**config.mk**
```make
export PLATFORM = sky130hd
export DESIGN_NAME = fifo_sync_ext
export DESIGN_NICKNAME = d
export VERILOG_FILES = /design/src/rtl/fifo_sync_ext.sv
export SDC_FILE = /design/constraint.sdc
export NUM_CORES = 1
export LEC_CHECK = 0
export ABC_AREA = 1
export CORE_UTILIZATION = 60
export CTS_CLUSTER_SIZE = 20
export DETAILED_ROUTE_END_ITERATION = 7
export PLACE_DENSITY_LB_ADDON = 0.08
export SYNTH_ARGS = -nofsm -noshare
export SYNTH_HDL_FRONTEND = slang
export SYNTH_SLANG_ARGS = --single-unit
```
**constraint.sdc**
```tcl
create_clock -name clk -period 2.1 [get_ports clk]
set_input_delay 0.315 -clock clk [delete_from_list [all_inputs] [get_ports clk]]
set_output_delay 0.315 -clock clk [all_outputs]
set_load 0.02 [all_outputs]
```
**src/rtl/fifo_sync_ext.sv**
```systemverilog
// Single-clock FIFO with selectable registered / first-word-fall-through read,
// programmable almost-full/almost-empty thresholds, occupancy output, flush and sticky errors.
module fifo_sync_ext #(
  parameter int WIDTH    = 8,
  parameter int DEPTH    = 16,
  parameter int FWFT     = 0,
  parameter int AF_LEVEL = DEPTH - 1,
  parameter int AE_LEVEL = 1
) (
  input  logic             clk,
  input  logic             rst,
  input  logic             flush,
  input  logic             clr_err,
  input  logic             wr_en,
  input  logic [WIDTH-1:0] din,
  input  logic             rd_en,
  output logic [WIDTH-1:0] dout,
  output logic             empty,
  output logic             full,
  output logic             almost_empty,
  output logic             almost_full,
  output logic [$clog2(DEPTH):0] level,
  output logic             overflow,
  output logic             underflow
);

  localparam int AW = $clog2(DEPTH);
  localparam int LW = AW + 1;

  localparam logic [AW:0] DEPTH_LVL = LW'(DEPTH);
  localparam logic [AW:0] AF_LVL    = LW'(AF_LEVEL);
  localparam logic [AW:0] AE_LVL    = LW'(AE_LEVEL);

  logic [WIDTH-1:0] mem_q [DEPTH];

  logic [AW-1:0] wr_ptr_q, wr_ptr_d;
  logic [AW-1:0] rd_ptr_q, rd_ptr_d;
  logic [AW:0]   level_q,  level_d;
  logic          ovf_q,    ovf_d;
  logic          udf_q,    udf_d;

  logic wr_ok;
  logic rd_ok;

  // Status outputs are pure decodes of the registered occupancy.
  assign empty        = (level_q == '0);
  assign full         = (level_q == DEPTH_LVL);
  assign almost_empty = (level_q <= AE_LVL);
  assign almost_full  = (level_q >= AF_LVL);
  assign level        = level_q;
  assign overflow     = ovf_q;
  assign underflow    = udf_q;

  // Acceptance uses the registered flags only, so a write into a full FIFO is
  // dropped even when a read frees a slot on the same edge.
  assign wr_ok = wr_en & ~full  & ~flush;
  assign rd_ok = rd_en & ~empty & ~flush;

  // NOTE: every always_comb target gets a default first, otherwise an
  // untaken branch leaves it holding its old value and a latch is inferred.
  always_comb begin
    wr_ptr_d = wr_ptr_q;
    rd_ptr_d = rd_ptr_q;
    level_d  = level_q;
    ovf_d    = ovf_q;
    udf_d    = udf_q;

    if (flush) begin
      wr_ptr_d = '0;
      rd_ptr_d = '0;
      level_d  = '0;
    end else begin
      if (wr_ok) begin
        wr_ptr_d = wr_ptr_q + AW'(1);
      end
      if (rd_ok) begin
        rd_ptr_d = rd_ptr_q + AW'(1);
      end
      unique case ({wr_ok, rd_ok})
        2'b10:   level_d = level_q + LW'(1);
        2'b01:   level_d = level_q - LW'(1);
        default: level_d = level_q;
      endcase
    end

    if (clr_err) begin
      ovf_d = 1'b0;
      udf_d = 1'b0;
    end
    // Set events are evaluated after the clear so they win a same-cycle tie.
    if (wr_en & full & ~flush) begin
      ovf_d = 1'b1;
    end
    if (rd_en & empty & ~flush) begin
      udf_d = 1'b1;
    end
  end

  // NOTE: sequential state is updated with non-blocking assignments only, so
  // every flop samples the pre-edge value of every other flop.
  always_ff @(posedge clk or posedge rst) begin
    if (rst) begin
      wr_ptr_q <= '0;
      rd_ptr_q <= '0;
      level_q  <= '0;
      ovf_q    <= 1'b0;
      udf_q    <= 1'b0;
    end else begin
      wr_ptr_q <= wr_ptr_d;
      rd_ptr_q <= rd_ptr_d;
      level_q  <= level_d;
      ovf_q    <= ovf_d;
      udf_q    <= udf_d;
    end
  end

  // NOTE: the storage array has no reset; contents are only observable once
  // written, and leaving it unreset lets it map onto plain RAM.
  always_ff @(posedge clk) begin
    if (wr_ok) begin
      mem_q[wr_ptr_q] <= din;
    end
  end

  if (FWFT != 0) begin : g_fwft
    // Head word is shown as soon as it exists; popping advances to the next.
    assign dout = empty ? '0 : mem_q[rd_ptr_q];
  end else begin : g_registered
    logic [WIDTH-1:0] dout_q, dout_d;

    always_comb begin
      dout_d = dout_q;
      if (flush) begin
        dout_d = '0;
      end else if (rd_ok) begin
        dout_d = mem_q[rd_ptr_q];
      end
    end

    always_ff @(posedge clk or posedge rst) begin
      if (rst) begin
        dout_q <= '0;
      end else begin
        dout_q <= dout_d;
      end
    end

    assign dout = dout_q;
  end

endmodule
```
==> impl_metrics.py, run 1 <==
metrics = {
    "run_status": {
        "outcome": "finished clean",
    },
    "logic_synthesis": {
        "synth_flop_cell": "edfxtp_1",
        "synth_edf_count": 128,
        "syn_avg_cell_area_um2": 9.69,
        "syn_inst": 714,
        "synth_most_common_cell": "nand2_1",
        "synth_top_cell_area_share_pct": 55.6,
        "synth_seq_area_share_pct": 63.9,
        "async_reset_ff_share_pct": 15.2,
        "syn_area_um2": 6920,
        "synth.distinct_cells": 26,
        "synth_top_cells_by_area": "edfxtp_1 (56%), nand2_1 (13%), dfrtp_1 (8.3%)",
        "ys.warnings.count": 0,
        "synth_area_leader_cell": "edfxtp_1",
        "syn_nets": 738,
        "ys_seq_elements": 151,
        "synth_common_cells": "nand2_1 (241), edfxtp_1 (128), inv_1 (117), nand3_1 (107), dfrtp_1 (23)",
    },
    "finish": {
        "drive_above_1_share_pct": 12.2,
        "multi_input_area_um2": 1890,
        "post-route-util_pct": 74.9,
        "fillCellCount": 779,
        "register_area_um2": 4420,
        "final_nets": 808,
        "diodes": 0,
        "area_delta_synth_final_pct": 19.3,
        "design_area_um2": 8260,
    },
    "worst_setup_path": {
        "cpMostUsedCell": "inv_1",
        "critical-path-max-stage-delay_ps": 410,
        "startpoint_type": "flip-flop",
        "worstPathCellList": "inv_1, ha_2, nand3_4, inv_1, clkdlybuf4s15_2",
        "cp_max_fo": 5,
        "critPathBufInv": 3,
        "criticalPathCategory": "reg2out",
        "cp-end-kind": "primary output",
        "crit_family": "buffers and inverters",
        "crit_arrival_ps": 1710,
        "crit_required_ps": 1780,
        "cp_slowest_cell": "dfrtp_1",
    },
    "route": {
        "drt-pass1-iter-count": 5,
        "drt_iter0_markers": 455,
        "wirelength_um": 16200,
        "avgViaCountPerCell": 5.38,
        "detail-route-antenna-nets": 0,
        "wl_per_cell_um": 17.3,
        "drc": 0,
        "vias": 5045,
    },
    "floorplan": {
        "dieWidth_um": 109,
        "dieArea_um2": 12000,
        "start_util_pct": 62.7,
        "rows": 38,
        "coreArea_um2": 11000,
        "ios": 33,
        "die_y_um": 109,
    },
    "global_routing": {
        "grtUsageMet2_pct": 48.9,
        "grt_pass1_vias": 4886,
        "grt.met3_usage_pct": 6.58,
        "grtUsageMet1_pct": 38.7,
        "grt_max_degree": 51,
        "grt_first_pass_wirelength_um": 25300,
        "antenna_found_initial": 0,
        "grt_overflow": 0,
        "grt_use_total_pct": 29.8,
        "top_usage_layer": "met2",
    },
    "power_and_ir_drop": {
        "vdd_drop_max_v": 0.000721,
        "power.leakage_nw": 3.72,
        "power_density_nw_per_um2": 925,
        "finalPower_mw": 7.64,
    },
    "sta": {
        "setup_violations": 0,
        "period_minus_slack_ps": 2030,
        "tns_ps": 0,
        "hold_viol": 0,
        "maxSlewHeadroom_pct": 63.5,
        "rsz0062_at_grt": "yes",
        "finalClockSkew_ps": 5.76,
        "worst_pin_slew_ps": 545,
        "max_freq_mhz": 494,
        "fin_crit_sh_pct": 96.5,
        "maxSlewViolCount": 0,
    },
    "cts": {
        "cts_sinks": 151,
        "htree_levels": 4,
        "clockBufferDepth": 2,
        "insertion_delay_ps": 420,
        "clk_pin_slew_worst_paths_ps": 60,
        "root_buffer": "clkbuf_16",
        "cts_tree": "yes",
        "cts_buffers": 17,
    },
    "place": {
        "place_congestion": 0.920,
        "io_buffer_count": 32,
        "place_area_um2": 7620,
        "dp_hpwl_um": 10900,
    },
    "hold_path": {
        "hp-class": "in2async",
    },
    "run": {
        "cap_violations": 0,
    },
}
-- sequential cells by signal, summed over array words and instances (netlist names) --
| name | cells |
|---|---|
| level | 5 |
| rd_ptr_q | 4 |
| mem_q | 128 |
| dout | 8 |
| wr_ptr_q | 4 |
| overflow | 1 |
| underflow | 1 |
-- cells by family after synthesis --
| kind of cell | synth area share [%] |
|---|---|
| buffers and inverters | 8.86 |
| XOR/XNOR | 0.253 |
| adder cells (fa/ha/maj) | 1.81 |
| flip-flops | 63.9 |
| AO/OA/AOI/OAI | 1.32 |
| AND/OR/NAND/NOR | 23.9 |
-- report_power, final --
part           total [mW]  internal, mW  switching [mW]  leakage (nW)
Combinational        1.11         0.399           0.714          1.98
Sequential           3.36          3.32          0.0428          1.46
Clock                3.17          1.97            1.19         0.281
Total                7.64          5.69            1.95          3.72
-- tightest hold or removal path: stages --
cell and delay [ps]:
clkdlybuf4s50_1 400, inv_1 50, buf_4 300
-- cell usage in the layout, fill, tap and decap left out, types with 3 or more instances in the layout --
cell type,Yosys,routed
edfxtp_1,128,128
a21oi_1,3,3
inv_2,4,4
clkinvlp_4,0,5
ha_1,10,8
dfrtp_1,23,21
nand3_1,107,107
clkdlybuf4s50_1,0,28
inv_1,117,117
buf_4,2,44
bufinv_16,0,4
clkbuf_16,0,17
nand2_4,3,3
nor2_1,22,22
o21ai_0,11,11
nand2_2,3,3
nand2_1,241,241
clkinv_1,2,5
-- routing by layer --
layer,up-vias,share of wire (%)
met5,-,0
met4,0,2.4
met3,31,6.6
met2,199,50
met1,2394,41
li1,2421,-
-- metrics by stage --
stage,worst slack (ps),hold WS (ps),cells
floorplan,31.6,317,714
global placement,30.9,464,901
detailed placement,6.74,465,901
CTS,5.09,254,937
global route,-8.50,288,937
finish,73.7,251,937
-- layout make-up --
| cell class | instances | area share [%] |
|---|---|---|
| Clock buffer | 18 | 5.20 |
| Clock inverter | 14 | 2.21 |
| Inverter | 125 | 5.74 |
| Multi-Input combinational cell | 411 | 22.9 |
| Sequential cell | 151 | 53.6 |
| Tap cell | 140 | 2.12 |
| Timing Repair Buffer | 78 | 8.26 |
-- path summary, 6_finish.rpt --
| kind | startpoint | cells past startpoint | slack [ps] | end |
|---|---|---|---|---|
| setup reg to reg | level[1] | 8 | 200 | mem_q[6][3] |
| min in group clk | clr_err | 2 | 480 | underflow |
| hold / removal | rst | 3 | 250 | dout[0] |
| hold reg to reg | dout[5] | 2 | 480 | dout[5] |
| setup / recovery | level[1] | 5 | 70 | empty |
| max in group asynchronous | rst | 3 | 1580 | level[2] |
-- what timing repair did --
action | in CTS | in global routing
buffers inserted | 4 | 0
resized for setup | 10 | 5
setup endpoints to repair | 4 | 5
hold buffers | 0 | 0
No activity file was read; power rests on OpenSTA's default activity.
==> run 2: changes to the inputs <==
- CAP_MARGIN: unset -> 20
- HOLD_SLACK_MARGIN: unset -> 0.05
==> results of run 2 <==
Final layout, timing and power as in run 1 (identical DEF).
==> run 3: changes to the inputs <==
- CTS_CLUSTER_SIZE: 20 -> unset
- TNS_END_PERCENT: unset -> 10
==> impl_metrics.py, run 3 (synthesis gave the netlist of run 1 again) <==
metrics = {
    "global_routing": {
        "grt_use_total_pct": 29.7,
        "grt_max_degree": 51,
        "grt_pass1_vias": 4872,
        "grt_overflow": 0,
        "grt_first_pass_wirelength_um": 25200,
        "antenna_found_initial": 0,
    },
    "finish": {
        "final_cells": 933,
        "area_delta_synth_final_pct": 19.0,
        "layout_common_cells": "nand2_1 (241), edfxtp_1 (128), inv_1 (116)",
        "final_nets": 804,
        "drive_above_1_share_pct": 12.1,
        "largest_register_ffs": 128,
        "fillCellCount": 779,
        "regMostFlops": "mem_q",
        "diodes": 0,
        "final_common_cell": "nand2_1",
    },
    "hold_path": {
        "hp-class": "in2async",
    },
    "worst_setup_path": {
        "cp_max_fo": 6,
        "crit_required_ps": 1780,
        "crit_arrival_ps": 1690,
        "criticalPathCategory": "reg2out",
        "startpoint_type": "flip-flop",
        "reg2reg_depth": 8,
        "cp-end-kind": "primary output",
    },
    "sta": {
        "max_freq_mhz": 499,
        "maxSlewViolCount": 0,
        "period_minus_slack_ps": 2000,
        "finalClockSkew_ps": 5.70,
        "hold_viol": 0,
        "setup_violations": 0,
        "rsz0062_at_grt": "yes",
        "maxSlewHeadroom_pct": 65.3,
        "worst_pin_slew_ps": 518,
        "fin_crit_sh_pct": 95.4,
        "fin_ws_ps": 95.7,
    },
    "place": {
        "io_buffer_count": 32,
        "place_congestion": 0.920,
        "dp_hpwl_um": 10900,
        "dp_cells": 901,
        "place_ws_ps": 6.74,
    },
    "cts": {
        "root_buffer": "clkbuf_16",
        "insertion_delay_ps": 420,
        "cts_buffers": 17,
        "cts_setup_buffers": 0,
        "post_cts_resized": 12,
        "cts_tree": "yes",
        "htree_levels": 4,
        "cts_sinks": 151,
        "clk_pin_slew_worst_paths_ps": 60,
        "holdBufCountCts": 0,
        "clockBufferDepth": 2,
    },
    "floorplan": {
        "dieWidth_um": 109,
        "rows": 38,
        "coreArea_um2": 11000,
        "ios": 33,
        "start_util_pct": 62.7,
        "dieArea_um2": 12000,
        "die_y_um": 109,
    },
    "power_and_ir_drop": {
        "power.leakage_nw": 3.70,
        "vdd_drop_max_v": 0.000721,
        "power_density_nw_per_um2": 924,
    },
    "route": {
        "drc": 0,
        "drt_iter0_markers": 496,
        "wirelength_um": 16100,
        "wl_per_cell_um": 17.3,
        "avgViaCountPerCell": 5.36,
        "drt-pass1-iter-count": 5,
        "detail-route-antenna-nets": 0,
        "vias": 5002,
    },
    "run": {
        "cap_violations": 0,
    },
    "run_status": {
        "outcome": "finished clean",
    },
}
==> run 3: changes by cell type in the layout (fill, tap and decap cells not counted), sizes merged <==
cell	before	now
clkbuf	19	18
clkdlybuf4s15	2	3
buf	47	43
==> run 3: worst paths after layout <==
check,from,endpoint,slack [ps]
max in group asynchronous,rst,rd_ptr_q[0],1580
setup reg to reg,level[1],mem_q[6][3],230
hold / removal,rst,dout[0],250
hold reg to reg,dout[5],dout[5],480
min in group clk,clr_err,underflow,470
setup / recovery,level[1],full,100
==> run 3: where the power goes <==
group	internal (mW)	leakage, nW	switching, mW
sequential	3.32	1.46	0.0476
combinational	0.384	1.95	0.702
clock	1.97	0.281	1.19
==> run 3: critical path, cell delays in order, from the launching register on <==
cell	delay [ps]
dfrtp_2	450
inv_2	110
ha_2	240
nand3_4	110
inv_1	90
clkdlybuf4s15_2	260
==> run 3: area by class of cell <==
| cell class | instances | area, µm² | area share [%] |
|---|---|---|---|
| multi-input cells | 411 | 1890 | 23.0 |
| flip-flops and latches | 151 | 4420 | 53.7 |
| clock buffers | 18 | 429 | 5.21 |
| clock inverters | 14 | 183 | 2.22 |
| well taps | 140 | 175 | 2.13 |
| repair buffers | 74 | 658 | 7.99 |
| inverters | 125 | 474 | 5.76 |
==> run 3: metal layers <==
| metal | part of all wire (%) | GRT usage (%) |
|---|---|---|
| met5 | 0 | 0 |
| met4 | 2.3 | 12.2 |
| met3 | 6.1 | 6.58 |
| met2 | 50 | 48.5 |
| met1 | 42 | 38.8 |
==> run 3: through the flow <==
stage | TNS, ps | hold WS, ps | power [mW] | area, µm² | utilization (%)
finish | 0 | 250 | 7.61 | 8240 | 74.7
CTS | 0 | 254 | 7.62 | 8240 | 74.7
global route | -0.590 | 288 | 7.88 | 8240 | 74.7
floorplan | 0 | 317 | 4.11 | 6920 | -
detailed placement | 0 | 465 | 4.50 | 7620 | 69.1
global placement | 0 | 464 | 4.47 | 7620 | 69.1
